[config.mk]
export PLATFORM = sky130hd
export DESIGN_NAME = bird_collision_ctrl
export DESIGN_NICKNAME = d
export VERILOG_FILES = /design/src/rtl/bird_collision_ctrl.sv
export SDC_FILE = /design/constraint.sdc
export NUM_CORES = 1
export LEC_CHECK = 0
export CAP_MARGIN = 20
export CORE_ASPECT_RATIO = 0.6
export CORE_MARGIN = 10
export CORE_UTILIZATION = 58
export DETAILED_ROUTE_END_ITERATION = 12
export PLACE_DENSITY = 0.87
export REMOVE_ABC_BUFFERS = 1
export SETUP_SLACK_MARGIN = 0.05
export SYNTH_ARGS = -nofsm -noshare
export SYNTH_HDL_FRONTEND = slang
export SYNTH_SLANG_ARGS = --single-unit
[constraint.sdc]
create_clock -name clk -period 4.8 [get_ports clk]
set_input_delay 0.72 -clock clk [delete_from_list [all_inputs] [get_ports clk]]
set_output_delay 0.72 -clock clk [all_outputs]
set_load 0.1 [all_outputs]
[src/rtl/bird_collision_ctrl.sv]
// bird_collision_ctrl: per-frame bird/pipe/ground/ceiling collision test, IDLE/PLAY/DEAD game FSM and score keeping.
// Two-stage pipeline: geometry registered the cycle after a frame tick, FSM/score updated the cycle after that.
module bird_collision_ctrl #(
    parameter int BIRD_W    = 34,
    parameter int BIRD_H    = 24,
    parameter int PIPE_W    = 52,
    parameter int GAP_H     = 120,
    parameter int GROUND_Y  = 440,
    parameter int DEAD_HOLD = 60,
    parameter int SCORE_MAX = 999
) (
    input  logic        clk,
    input  logic        RESET_GAME,
    input  logic        bird_move,
    input  logic [3:0]  KEY,
    input  logic [10:0] bird_x,
    input  logic [10:0] bird_y,
    input  logic [10:0] pipe_x,
    input  logic [10:0] gap_y,
    output logic [1:0]  game_state,
    output logic        play_en,
    output logic        hit,
    output logic [9:0]  score
);
    localparam logic [1:0] S_IDLE = 2'd0;
    localparam logic [1:0] S_PLAY = 2'd1;
    localparam logic [1:0] S_DEAD = 2'd2;
    localparam int HW = $clog2(DEAD_HOLD + 1);
    localparam logic [HW-1:0] HOLD_MAX = HW'(DEAD_HOLD);
    localparam logic [9:0]  SMAX = 10'(SCORE_MAX);
    localparam logic [11:0] BW = 12'(BIRD_W);
    localparam logic [11:0] BH = 12'(BIRD_H);
    localparam logic [11:0] PW = 12'(PIPE_W);
    localparam logic [11:0] GH = 12'(GAP_H);
    localparam logic [11:0] GY = 12'(GROUND_Y);

    logic          bird_move_q, key3_q;
    logic [10:0]   pipe_x_prev_q, pipe_x_prev_d;
    logic          s1_valid_q, pipe_hit_q, ground_hit_q, ceil_hit_q, passed_q, wrapped_q;
    logic          pipe_hit_d, ground_hit_d, ceil_hit_d, passed_d, wrapped_d;
    logic [1:0]    state_q, state_d;
    logic          play_en_q, play_en_d, hit_q, hit_d, pass_armed_q, pass_armed_d;
    logic [9:0]    score_q, score_d;
    logic [HW-1:0] hold_q, hold_d;
    logic          frame_tick, press, coll;
    logic [11:0]   bx, by, px, gy;
    logic          unused_keys;

    assign unused_keys = ^KEY[2:0];
    assign frame_tick  = bird_move & ~bird_move_q;
    assign press       = ~KEY[3] & key3_q;
    assign bx = {1'b0, bird_x};
    assign by = {1'b0, bird_y};
    assign px = {1'b0, pipe_x};
    assign gy = {1'b0, gap_y};

    always_comb begin
        pipe_hit_d    = (bx + BW > px) && (bx < px + PW) && ((by < gy) || (by + BH > gy + GH));
        ground_hit_d  = by + BH >= GY;
        ceil_hit_d    = by == 12'd0;
        passed_d      = px + PW < bx;
        wrapped_d     = pipe_x > pipe_x_prev_q;
        pipe_x_prev_d = frame_tick ? pipe_x : pipe_x_prev_q;
    end

    // Stage 2: a press seen while IDLE wins over any evaluation landing in the same cycle.
    always_comb begin
        state_d      = state_q;
        score_d      = score_q;
        hold_d       = hold_q;
        pass_armed_d = pass_armed_q;
        hit_d        = 1'b0;
        coll         = s1_valid_q && (pipe_hit_q || ground_hit_q || ceil_hit_q);
        if (state_q == S_PLAY) begin
            if (coll) begin
                state_d = S_DEAD;
                hit_d   = 1'b1;
                hold_d  = '0;
            end else if (s1_valid_q && passed_q && pass_armed_q) begin
                score_d      = (score_q >= SMAX) ? SMAX : score_q + 10'd1;
                pass_armed_d = 1'b0;
            end
        end else if (state_q == S_DEAD) begin
            if (press && hold_q == HOLD_MAX) state_d = S_IDLE;
            else if (frame_tick && hold_q != HOLD_MAX) hold_d = hold_q + 1'b1;
        end else if (press) begin
            state_d      = S_PLAY;
            score_d      = '0;
            pass_armed_d = 1'b1;
        end
        if (s1_valid_q && wrapped_q) pass_armed_d = 1'b1;
        play_en_d = state_d == S_PLAY;
    end

    always_ff @(posedge clk) begin
        if (RESET_GAME) begin
            bird_move_q   <= 1'b0;
            key3_q        <= 1'b1;
            pipe_x_prev_q <= '0;
            s1_valid_q    <= 1'b0;
            pipe_hit_q    <= 1'b0;
            ground_hit_q  <= 1'b0;
            ceil_hit_q    <= 1'b0;
            passed_q      <= 1'b0;
            wrapped_q     <= 1'b0;
            state_q       <= S_IDLE;
            play_en_q     <= 1'b0;
            hit_q         <= 1'b0;
            score_q       <= '0;
            hold_q        <= '0;
            pass_armed_q  <= 1'b1;
        end else begin
            bird_move_q   <= bird_move;
            key3_q        <= KEY[3];
            pipe_x_prev_q <= pipe_x_prev_d;
            s1_valid_q    <= frame_tick;
            pipe_hit_q    <= pipe_hit_d;
            ground_hit_q  <= ground_hit_d;
            ceil_hit_q    <= ceil_hit_d;
            passed_q      <= passed_d;
            wrapped_q     <= wrapped_d;
            state_q       <= state_d;
            play_en_q     <= play_en_d;
            hit_q         <= hit_d;
            score_q       <= score_d;
            hold_q        <= hold_d;
            pass_armed_q  <= pass_armed_d;
        end
    end

    assign game_state = state_q;
    assign play_en    = play_en_q;
    assign hit        = hit_q;
    assign score      = score_q;
endmodule

# Word level (Yosys, flattened, before mapping)
# Index checks and enable logic that the tools add are counted.
# W data, S select, Z words.
dict set report op_classes {
  n_eq_ne 10
  muxes 22
  bitwise_logic 5
  addsub 6
  reduce_logical 19
  magnitude_cmp 8
}
# operator count
set op_table {}
lappend op_table {{$mux W10} 6}
lappend op_table {{$mux W6} 5}
lappend op_table {{$add A11 B6 Y12 const B} 2}
lappend op_table {{$add A11 B5 Y12 const B} 1}
lappend op_table {{$add A11 B7 Y12 const B} 1}
lappend op_table {{$ge A12 B9 Y1 const B} 1}
lappend op_table {{$gt A12 B11 Y1} 1}
lappend op_table {{$gt A12 B12 Y1} 1}
lappend op_table {{$logic_not A12 Y1} 1}
lappend op_table {{$lt A11 B12 Y1} 1}
lappend op_table {{$lt A12 B11 Y1} 1}
lappend op_table {{$gt A11 B11 Y1} 1}
lappend op_table {{$lt A11 B11 Y1} 1}
lappend op_table {{$add A10 B1 Y10 const B} 1}
lappend op_table {{$ge A10 B10 Y1 const B} 1}
lappend op_table {{$mux W2} 5}
lappend op_table {{$logic_and A1 B1 Y1} 8}
lappend op_table {{$ne A2 B2 Y1 const B} 4}
lappend op_table {{$reduce_and A4 Y1} 2}
lappend op_table {{$add A6 B1 Y6 const B} 1}
lappend op_table {{$eq A6 B6 Y1 const B} 1}
lappend op_table {{$mux W1} 6}
lappend op_table {{$ne A6 B6 Y1 const B} 1}
lappend op_table {{$reduce_bool A2 Y1} 3}
lappend op_table {{7 further kinds} 14}
dict set report totals {
  word_cells 85
  inputBits 51
  register_bits 40
  output_inout_bits 14
}

# Logic depth before layout (Yosys ltp)
dict set report depth {
  depth_word 7
  ltp_mapped 12
  ltp_nobuf 12
}

# Worst setup path before layout
# OpenSTA, ideal clock, no wires.
dict set report synth_path {
  kind {input -> register}
  startpoint {input port bird_x[1]}
  endpoint {register pipe_hit_q}
  setup_ns 0.118
  stages 10
  t_arrival_ns 2.641
  n_path_buf 0
  t_required_ns 4.682
  path_slack_ns 2.042
  cell_sequence {ha_1 and3_1 o21ai_0 nor2_1 xnor2_1 ha_1 and3_1 a221oi_1 a21oi_1 o2111a_1}
}
dict set report synth_between {
  elab_chain_len 4
  word_cells_on_any_way 5
  cone_classes {1 x add/sub; 2 x order compare; 2 x reduce/logical}
}
# element line_no
set synth_lines {}
lappend synth_lines {{start, declared} 16} ;# input logic [10:0] bird_x,
lappend synth_lines {{$add A11 B6 Y12} 58} ;# pipe_hit_d = (bx + BW > px) && (bx < px + PW) && ((by < gy) || (by + BH > gy + GH));
lappend synth_lines {{$gt A12 B11 Y1} 58}
lappend synth_lines {{$logic_and A1 B1 Y1 * (2 in a row)} 58}
lappend synth_lines {{end signal, assigned} 117} ;# pipe_hit_q <= pipe_hit_d;
lappend synth_lines {{end, declared} 39} ;# logic s1_valid_q, pipe_hit_q, ground_hit_q, ceil_hit_q, passed_q, wrapped_q;
# Every way passes the cells marked *; elsewhere a longest branch is shown, timed or not.
# A chain may end at the register's enable or synchronous reset.

# Worst setup path after layout
# Same ends and word-level chain as after synthesis.

==> results.md <==
* Starting Density at 61.4%
* LEAKAGE at 1.89 nW
* Vias in the first global route at 3343
* Fin crit share at 69.3%
* Max cap viols at 0
* IR drop worst, VDD at 139 uV
* Post-Syn Area at 3500 um^2
* Register area share after synthesis at 22.9%
* Fmax at 0.301 GHz
* Worst skew pair latency at 0.30 ns
* PD cells at 217 nW/um^2
* Crit. End Element: register
* H-tree depth at 2
* Main synth FF type: dfxtp_1
* Register bit count reported by yosys at 40
* Setup bufs post-CTS at 0
* Rel. slew slack at 33.7%
* Remaining DRCs at 0
* Switching power total at 0.299 mW
* Die area at 9650 um^2
* Num rows at 21
* Die H at 80.2 um
* Worst-path clk slew at 0.09 ns
* Crit Path Max Fanout at 3
* Largest area contributor in the netlist: dfxtp_1
* Remaining Overflow, GRT at 0
* Placed cells at 583
* Async SR Flop Fraction at 0%
* Logic pwr share at 31.9%
* Layout Area Growth over Synthesis at 22.3%
* Int Pwr at 0.631 mW
* Most frequent cell after synthesis: ha_1
* Core Area at 5700 um^2
* Tmin final at 3.33 ns
* Post-route cell area at 4280 um^2
* Avg Synthesized Cell Area at 7.75 um^2
* Final setup margin at 1.47 ns
* Initial antenna violation count at 0
* Via density at 5.79
* Post-route ant nets at 0
* Hold Slack at 0.439 ns
* Outcome: completed
* Seq pwr share at 38.1%
* Nets at 621
* Final Hold Viols at 0
* Routability cong. at 0.931
* Final setup fails at 0
* I/O pins at 65
* Sw frac at 32.1%
* CTS tree: built
* Pin count of the biggest net entering global routing at 35
* Post-DP HPWL at 7.25 mm
* CTS max path bufs at 2
* Ys Warns at 0
* Clk pwr share at 30.0%
* Crit path DAT at 3.50 ns
* Post-synthesis cell count at 452
* Clock root cell: clkbuf_8
* Post-DR wirelength/cell at 15.2 um
* CTS Hold Buffers Added at 0
* Iteration-0 DRC Markers at 182
* Die X at 120 um
* Post-CTS resize count at 0
* Post-Place Worst Slack at 1.16 ns
* Layout cells sized above 1 at 2.74%
* Fin cells at 591
* Gr usage total at 18.6%
* Total CTS buffers at 5
* CP startpoint kind: input port
* Most instantiated cells after synthesis: ha_1 (60), inv_1 (50), nand2_1 (50)
* Critical path class: input port to register
* Min-delay worst type: register to register
* Clk_skew at 0.0142 ns
* Via Count at 3423
* Final setup TNS at 0 ns
* Top cells by area, synth: dfxtp_1 (23%), ha_1 (21%), a21oi_1 (6.1%), xnor2_1 (6.0%), inv_1 (5.4%)
* Global-route wire length before repair at 15.4 mm
* Worst Max-Slew Pin Slew at 0.992 ns
* PortBufs at 61
* Worst Path Required at 4.97 ns
* Synth top area share at 22.9%
* Clock sinks at 40
* Max Slew Vio Count at 0
* Post-synth EDFFs at 0
* DRT Pass-1 Iters at 5
* Total Wirelength at 8.99 mm
* Antenna Cells at 0
* Placed Instance Area at 4180 um^2
* Yosys cell types at 46
* RSZ-0062 raised after global routing: no
## per-layer routing
metal  wire length (um)  global-route usage, %  up-vias
li1                   -                      -     1700
met5                  0                      0        -
met4                 97                   4.44        0
met2               4150                   31.7      133
met1               4050                   23.3     1575
met3                694                   4.68       15
## cell families after synthesis
group	after synthesis	synth area share, %
simple gates	160	22.4
fa+ha+maj	60	21.4
buf+inv	61	6.68
flops	40	22.9
xor+xnor	31	7.75
compound gates	100	18.9
## cell type report
cell class / instances / area (um^2)
Clock buffer: 6 / 72.6
Clock inverter: 2 / 35.0
Fill cell: 417 / 1420
Inverter: 50 / 188
Multi-Input combinational cell: 351 / 2470
Sequential cell: 40 / 801
Tap cell: 80 / 100
Timing Repair Buffer: 62 / 618
## sequential cells by signal, summed over array words and instances, names as in the netlist
| register | flops |
|---|---|
| hit | 1 |
| score | 10 |
| wrapped_q | 1 |
| key3_q | 1 |
| ground_hit_q | 1 |
| s1_valid_q | 1 |
| play_en | 1 |
| ceil_hit_q | 1 |
| hold_q | 6 |
| passed_q | 1 |
| bird_move_q | 1 |
| pipe_x_prev_q | 11 |
| pipe_hit_q | 1 |
| pass_armed_q | 1 |
| game_state | 2 |
## cell usage in the layout (no fill, tap or decap), types with 2 or more instances in the layout
master,count
a211oi_1,5
a21o_1,10
a21oi_1,43
a31oi_1,5
and2_1,3
and3_1,12
clkbuf_8,5
clkdlybuf4s50_1,61
dfxtp_1,40
ha_1,60
inv_1,50
nand2_1,50
nand2b_1,8
nand3_1,19
nand4_1,12
nor2_1,27
nor2b_1,7
nor3_1,10
nor4_1,3
o2111ai_1,2
o211ai_1,4
o21a_1,4
o21ai_0,13
or3_1,2
or4_1,2
xnor2_1,24
xor2_1,7
## through the flow
step,util [%],power [mW]
2_1_floorplan,-,0.544
3_3_place_gp,73.2,0.639
3_5_place_dp,73.2,0.653
4_1_cts,75.1,0.929
5_1_grt,75.1,0.984
6_report,75.1,0.930
## power by group through the flow
stage | registers (mW) | clock network, mW | logic, mW
final | 0.354 | 0.279 | 0.297
after global routing | 0.356 | 0.295 | 0.333
after CTS | 0.354 | 0.281 | 0.295
after detailed placement | 0.362 | 0 | 0.292
after global placement | 0.361 | 0 | 0.277
after floorplan | 0.377 | 0 | 0.168
## worst paths after layout
check,cells past startpoint,from,endpoint,slack [ns]
worst max register to register,6,score[0],score[3],2.47
worst min register to register,1,bird_move_q,s1_valid_q,0.44
worst min-delay path,1,bird_move_q,s1_valid_q,0.44
worst max-delay path,11,bird_x[1],pipe_hit_q,1.47
## critical path, stage by stage
cell,delay [ns]
clkdlybuf4s50_1,0.45
ha_1,0.25
and3_1,0.21
o21ai_0,0.35
nor2_1,0.11
xnor2_1,0.14
ha_1,0.29
and3_1,0.19
a221oi_1,0.37
a21oi_1,0.13
o2111a_1,0.28
Note: power is estimated with default switching activity, not from simulation.
